<file path="config.mk">
export PLATFORM = sky130hd
export DESIGN_NAME = obi_ram_arbiter
export DESIGN_NICKNAME = d
export VERILOG_FILES = /design/src/rtl/obi_ram_arbiter.sv
export SDC_FILE = /design/constraint.sdc
export NUM_CORES = 1
export LEC_CHECK = 0
export CAP_MARGIN = 20
export CORE_AREA = 2 2 111 113
export DETAILED_ROUTE_END_ITERATION = 10
export DIE_AREA = 0 0 113 115
export REMOVE_ABC_BUFFERS = 1
export SLEW_MARGIN = 20
export SYNTH_ARGS = -nofsm -noshare
export SYNTH_HDL_FRONTEND = slang
export SYNTH_SLANG_ARGS = --single-unit
</file>
<file path="constraint.sdc">
create_clock -name clk_i -period 6.5 [get_ports clk_i]
set_clock_uncertainty 0.1 [all_clocks]
set_input_delay 0.65 -clock clk_i [delete_from_list [all_inputs] [get_ports clk_i]]
set_output_delay 0.65 -clock clk_i [all_outputs]
set_load 0.005 [all_outputs]
</file>
<file path="src/rtl/obi_ram_arbiter.sv">
// obi_ram_arbiter
//   Two-to-one OBI arbiter sharing a single-port testbench memory between the
//   core's instruction-fetch and data interfaces. One address phase at a time
//   is forwarded to the memory port; in-order responses are routed back to
//   their requester through a small FIFO of requester IDs. Data has priority,
//   and a starvation counter forces an instruction win after STARVE_LIMIT
//   consecutive losses.
//
//   Ports
//     clk_i, rst_i                  clock, synchronous active-high reset
//     instr_*                       instruction OBI port (read-only)
//     data_*                        data OBI port (load/store)
//     mem_*                         memory-side OBI port
//     outstanding_o                 response-routing FIFO occupancy
//     protocol_err_o                sticky: response seen with FIFO empty
module obi_ram_arbiter #(
    parameter int unsigned MAX_OUTSTANDING = 2,
    parameter int unsigned STARVE_LIMIT    = 4
) (
    input  logic                                   clk_i,
    input  logic                                   rst_i,

    input  logic                                   instr_req_i,
    output logic                                   instr_gnt_o,
    input  logic [31:0]                            instr_addr_i,
    output logic                                   instr_rvalid_o,
    output logic [31:0]                            instr_rdata_o,
    output logic                                   instr_err_o,

    input  logic                                   data_req_i,
    output logic                                   data_gnt_o,
    input  logic [31:0]                            data_addr_i,
    input  logic                                   data_we_i,
    input  logic [3:0]                             data_be_i,
    input  logic [31:0]                            data_wdata_i,
    output logic                                   data_rvalid_o,
    output logic [31:0]                            data_rdata_o,
    output logic                                   data_err_o,

    output logic                                   mem_req_o,
    input  logic                                   mem_gnt_i,
    output logic [31:0]                            mem_addr_o,
    output logic                                   mem_we_o,
    output logic [3:0]                             mem_be_o,
    output logic [31:0]                            mem_wdata_o,
    input  logic                                   mem_rvalid_i,
    input  logic [31:0]                            mem_rdata_i,
    input  logic                                   mem_err_i,

    output logic [$clog2(MAX_OUTSTANDING+1)-1:0]   outstanding_o,
    output logic                                   protocol_err_o
);

    localparam int unsigned CNT_W = $clog2(MAX_OUTSTANDING + 1);
    localparam int unsigned PTR_W = (MAX_OUTSTANDING > 1) ? $clog2(MAX_OUTSTANDING) : 1;
    localparam int unsigned STV_W = $clog2(STARVE_LIMIT + 1);

    localparam logic [CNT_W-1:0] CNT_FULL  = CNT_W'(MAX_OUTSTANDING);
    localparam logic [PTR_W-1:0] PTR_LAST  = PTR_W'(MAX_OUTSTANDING - 1);
    localparam logic [STV_W-1:0] STARVE_MAX = STV_W'(STARVE_LIMIT);

    localparam logic ID_I = 1'b0;
    localparam logic ID_D = 1'b1;

    typedef enum logic [1:0] {IDLE, HOLD_I, HOLD_D} state_e;
    typedef enum logic [1:0] {SEL_NONE, SEL_I, SEL_D} sel_e;

    state_e             state_q, state_d;
    sel_e               sel;
    logic [CNT_W-1:0]   cnt_q, cnt_d;
    logic [PTR_W-1:0]   wr_ptr_q, wr_ptr_d;
    logic [PTR_W-1:0]   rd_ptr_q, rd_ptr_d;
    logic               fifo_q [MAX_OUTSTANDING];
    logic               fifo_d [MAX_OUTSTANDING];
    logic [STV_W-1:0]   starve_q, starve_d;
    logic               perr_q, perr_d;

    logic full, empty, head, push, pop;

    assign full  = (cnt_q == CNT_FULL);
    assign empty = (cnt_q == '0);
    assign head  = fifo_q[rd_ptr_q];

    function automatic logic [PTR_W-1:0] ptr_inc(input logic [PTR_W-1:0] p);
        return (p == PTR_LAST) ? '0 : p + PTR_W'(1);
    endfunction

    // State register
    always_ff @(posedge clk_i) begin
        if (rst_i) state_q <= IDLE;
        else       state_q <= state_d;
    end

    // Next-state logic
    always_comb begin
        state_d = state_q;
        case (state_q)
            IDLE: begin
                if (!mem_gnt_i) begin
                    if (sel == SEL_I)      state_d = HOLD_I;
                    else if (sel == SEL_D) state_d = HOLD_D;
                end
            end
            HOLD_I, HOLD_D: if (mem_gnt_i) state_d = IDLE;
            default: state_d = IDLE;
        endcase
    end

    // Output logic: selection, address-phase mux, grant and response routing
    always_comb begin
        sel = SEL_NONE;
        case (state_q)
            HOLD_I: sel = SEL_I;
            HOLD_D: sel = SEL_D;
            default: begin
                if (!full) begin
                    if (instr_req_i && starve_q == STARVE_MAX) sel = SEL_I;
                    else if (data_req_i)                       sel = SEL_D;
                    else if (instr_req_i)                      sel = SEL_I;
                end
            end
        endcase

        mem_req_o   = (sel != SEL_NONE) && !rst_i;
        mem_addr_o  = '0;
        mem_we_o    = 1'b0;
        mem_be_o    = '0;
        mem_wdata_o = '0;
        if (sel == SEL_D) begin
            mem_addr_o  = data_addr_i;
            mem_we_o    = data_we_i;
            mem_be_o    = data_be_i;
            mem_wdata_o = data_wdata_i;
        end else if (sel == SEL_I) begin
            mem_addr_o  = instr_addr_i;
            mem_be_o    = '1;
        end

        instr_gnt_o    = mem_gnt_i && mem_req_o && (sel == SEL_I);
        data_gnt_o     = mem_gnt_i && mem_req_o && (sel == SEL_D);
        instr_rvalid_o = pop && (head == ID_I) && !rst_i;
        data_rvalid_o  = pop && (head == ID_D) && !rst_i;
    end

    assign instr_rdata_o  = mem_rdata_i;
    assign instr_err_o    = mem_err_i;
    assign data_rdata_o   = mem_rdata_i;
    assign data_err_o     = mem_err_i;
    assign outstanding_o  = cnt_q;
    assign protocol_err_o = perr_q;

    // FIFO, starvation counter and sticky protocol error
    assign push = mem_req_o && mem_gnt_i;
    assign pop  = mem_rvalid_i && !empty;

    always_comb begin
        fifo_d   = fifo_q;
        wr_ptr_d = wr_ptr_q;
        rd_ptr_d = rd_ptr_q;
        cnt_d    = cnt_q;
        if (push) begin
            fifo_d[wr_ptr_q] = (sel == SEL_D) ? ID_D : ID_I;
            wr_ptr_d         = ptr_inc(wr_ptr_q);
        end
        if (pop) rd_ptr_d = ptr_inc(rd_ptr_q);
        case ({push, pop})
            2'b10:   cnt_d = cnt_q + CNT_W'(1);
            2'b01:   cnt_d = cnt_q - CNT_W'(1);
            default: cnt_d = cnt_q;
        endcase

        starve_d = starve_q;
        if (!instr_req_i || instr_gnt_o) starve_d = '0;
        else if (starve_q != STARVE_MAX) starve_d = starve_q + STV_W'(1);

        perr_d = perr_q || (mem_rvalid_i && empty);
    end

    always_ff @(posedge clk_i) begin
        if (rst_i) begin
            wr_ptr_q <= '0;
            rd_ptr_q <= '0;
            cnt_q    <= '0;
            starve_q <= '0;
            perr_q   <= 1'b0;
        end else begin
            wr_ptr_q <= wr_ptr_d;
            rd_ptr_q <= rd_ptr_d;
            cnt_q    <= cnt_d;
            starve_q <= starve_d;
            perr_q   <= perr_d;
        end
    end

    // ID storage needs no reset: entries are only read once counted valid
    always_ff @(posedge clk_i) begin
        fifo_q <= fifo_d;
    end

endmodule
</file>
==> flow_summary.ini <==
[status]
status = complete, but fails checks
violations = design-rule violations

[routing]
route.met2.wl_mm = 3.98
via_per_inst = 4.25
drc = 3
routedWlPerCell_um = 18.6
first_pass_iters = 7
routed_wl_mm = 9.01
drtAntennaViolNets = 0
top_layer = met4
drtIter0Drc = 94
dr_wl_met3_mm = 1.36
num_vias = 2055
wl_met1_mm = 3.61

[layout]
area.growth.synth_to_final_pct = 86.5
nFillCells = 1262
regArea_um2 = 260
n_antenna_cell = 0
multi_input_area_um2 = 963
nets = 484
drive_gt1_share_pct = 2.37

[setup_path]
path_cells = clkdlybuf4s50_1 > inv_1 > o41ai_4 > buf_4 > and2_1 > clkdlybuf4s50_1
critPathMaxStageDelay_ns = 0.55
crit_arrival_ns = 2.93
crit_top_cell = clkdlybuf4s50_1
worstSetupPathType = in -> out
path_max_fanout = 74
crit_family = buffers and inverters
critPathLaunchType = input port
required_ns = 5.75
end_kind = output port
crit_slowest_cell = buf_4
crit_buf_inv = 4

[global_route]
overflow = 0
antenna_found_initial = 0
grt_pass1_vias = 2113
grt_pass1_wl_mm = 12.6
grt_start_max_net_pins = 75
track_usage_pct = 12.6

[timing]
fmax_mhz = 272
report.final.hold_viol_count = 0
setup_tns_ns = 0
fin_crit_ns = 3.68
finalSetupViolCount = 0
post-route-period-util_pct = 56.6
slew_violations = 0
rsz0062_at_grt = no
slew_headroom_pct = 55.8
worstMarginPinSlew_ns = 0.663

[floorplanning]
die-area_mm2 = 0.0130
row_count = 40
initial_core_util_pct = 15.3
die_h_um = 115
fp.dieW_um = 113
io-pin-count = 283
core_area_mm2 = 0.0118

[power_and_ir_drop]
intPower_mw = 0.633
ir_drop_uv = 121
swShare_pct = 34.8
p_switching_mw = 0.338
p_total_mw = 0.971
p_seq_share_pct = 11.4
pwr-share-clk_pct = 11.8
combPwrFrac_pct = 76.8
p_leak_nw = 1.29
power_density_mw_per_mm2 = 289

[synthesis]
synth_warnings = 0
yosysTopAreaCell = buf_4
synth-seq-cells = 12
synthDistinctLibCells = 36
netlist_area_mm2 = 0.00180
synthCells = 226
ys_seq_area_share_pct = 14.4
synth.top_cell.area_share_pct = 27.5
avgSynthCellArea_um2 = 7.98
synth_top_cells_by_area = buf_4, a22o_1, and2_1

[clock_tree]
post_cts_resized = 0
htreeDepth = 1
cts_tree = yes
postCtsSetupBuffers = 0
cts_buffer_depth = 2
cts_buffers = 3
insertion_delay_ns = 0.24
clock-sinks = 12
clk_pin_slew_worst_paths_ns = 0.04
root_buffer = clkbuf_16
holdBufCountCts = 0

[min_path]
hold_path_class = reg -> reg

[run]
cap_viol_max_count = 0

[placed_design]
place_congestion = 0.769
dp_hpwl_mm = 7.26
io_buffers = 183
-- sequential cells by signal, indices dropped and copies added (netlist names) --
signal	count
state_q	2
rd_ptr_q	1
fifo_q	2
protocol_err_o	1
wr_ptr_q	1
starve_q	3
outstanding_o	2
-- cells by family (layout without fill, tap and decap cells) --
kind of cell	count (synthesis)	after routing	synth area share, %
buffers and inverters	86	197	32.1
and+or+nand+nor	62	62	20.1
AOI/OAI and AO/OA	54	54	26.2
DFF	12	12	14.4
adders and majority gates	6	6	4.16
xor gates and xnor gates	4	4	1.94
muxes	2	2	1.11
-- metrics by stage --
step	util, %	instance area, um^2	cells	setup slack, ns	hold WS, ns
global route	28.5	3360	484	2.74	0.398
detailed placement	27.8	3280	480	2.82	0.365
global placement	27.8	3280	480	2.81	0.347
CTS	28.5	3360	484	2.81	0.375
finish	28.5	3360	484	2.82	0.367
floorplan	-	1250	148	2.92	0.349
-- cell usage after synthesis, drive strengths merged --
cell,count
a211oi,2
a21boi,2
a21o,5
a21oi,4
a22o,32
a311o,1
and2,34
and3,1
buf,73
clkbuf,5
dfxtp,10
edfxtp,2
ha,6
inv,8
mux2i,2
nand2,5
nand2b,1
nand3,1
nand3b,3
nand4b,1
nor2,9
nor2b,2
nor3,1
nor3b,1
nor4,1
o211a,1
o21ai,3
o21bai,1
o22ai,1
o41ai,2
or3,1
or4,1
xnor2,2
xor2,2
-- power by group through the flow --
stage	Clock, mW	Sequential, mW	Combinational [mW]
6_report	0.114	0.111	0.746
5_1_grt	0.118	0.113	0.803
4_1_cts	0.117	0.111	0.757
3_5_place_dp	0	0.112	0.748
3_3_place_gp	0	0.111	0.744
2_1_floorplan	0	0.109	0.307
-- layer usage --
metal	vias to the layer above	GRT usage, %
met2	160	18.8
met4	0	1.95
met1	951	14.9
met3	10	8.65
met5	-	4.44
li1	934	-
-- cell type report --
type	count	area share (%)
clock buffer	3	2.23
clock inverter	1	0.112
sequential	12	7.74
inverter	8	0.893
timing repair buffer	185	54.9
multi-input combinational	128	28.6
tap	147	5.47
-- path summary, 6_finish.rpt --
path	from	endpoint	slack (ns)	cells after the start
setup / recovery	data_req_i	mem_wdata_o[2]	2.82	6
hold / removal	protocol_err_o	protocol_err_o	0.37	2
setup reg to reg	state_q[1]	outstanding_o[1]	3.95	7
hold reg to reg	protocol_err_o	protocol_err_o	0.37	2
-- worst reg2reg max path, cell delays in order, from the launching register on --
cell and delay (ns):
dfxtp_1 0.35, inv_1 0.07, ha_1 0.50, o21bai_1 0.23, nand4b_1 0.28, ha_1 0.41
or3_1 0.40, a21oi_1 0.14
-- layout by cell type, fill, tap and decap left out, types with 2 or more instances in the layout --
cell type and n:
a211oi_1 2, a21boi_0 2, a21o_1 5, a21oi_1 4, a22o_1 32, and2_1 34
buf_4 2, clkbuf_16 3, clkdlybuf4s50_1 183, dfxtp_1 10, edfxtp_1 2, ha_1 6
inv_1 8, mux2i_1 2, nand2_1 5, nand3b_1 3, nor2_1 9, o21ai_0 3
o41ai_4 2, xnor2_1 2, xor2_1 2
No activity file was read; power rests on OpenSTA's default activity.
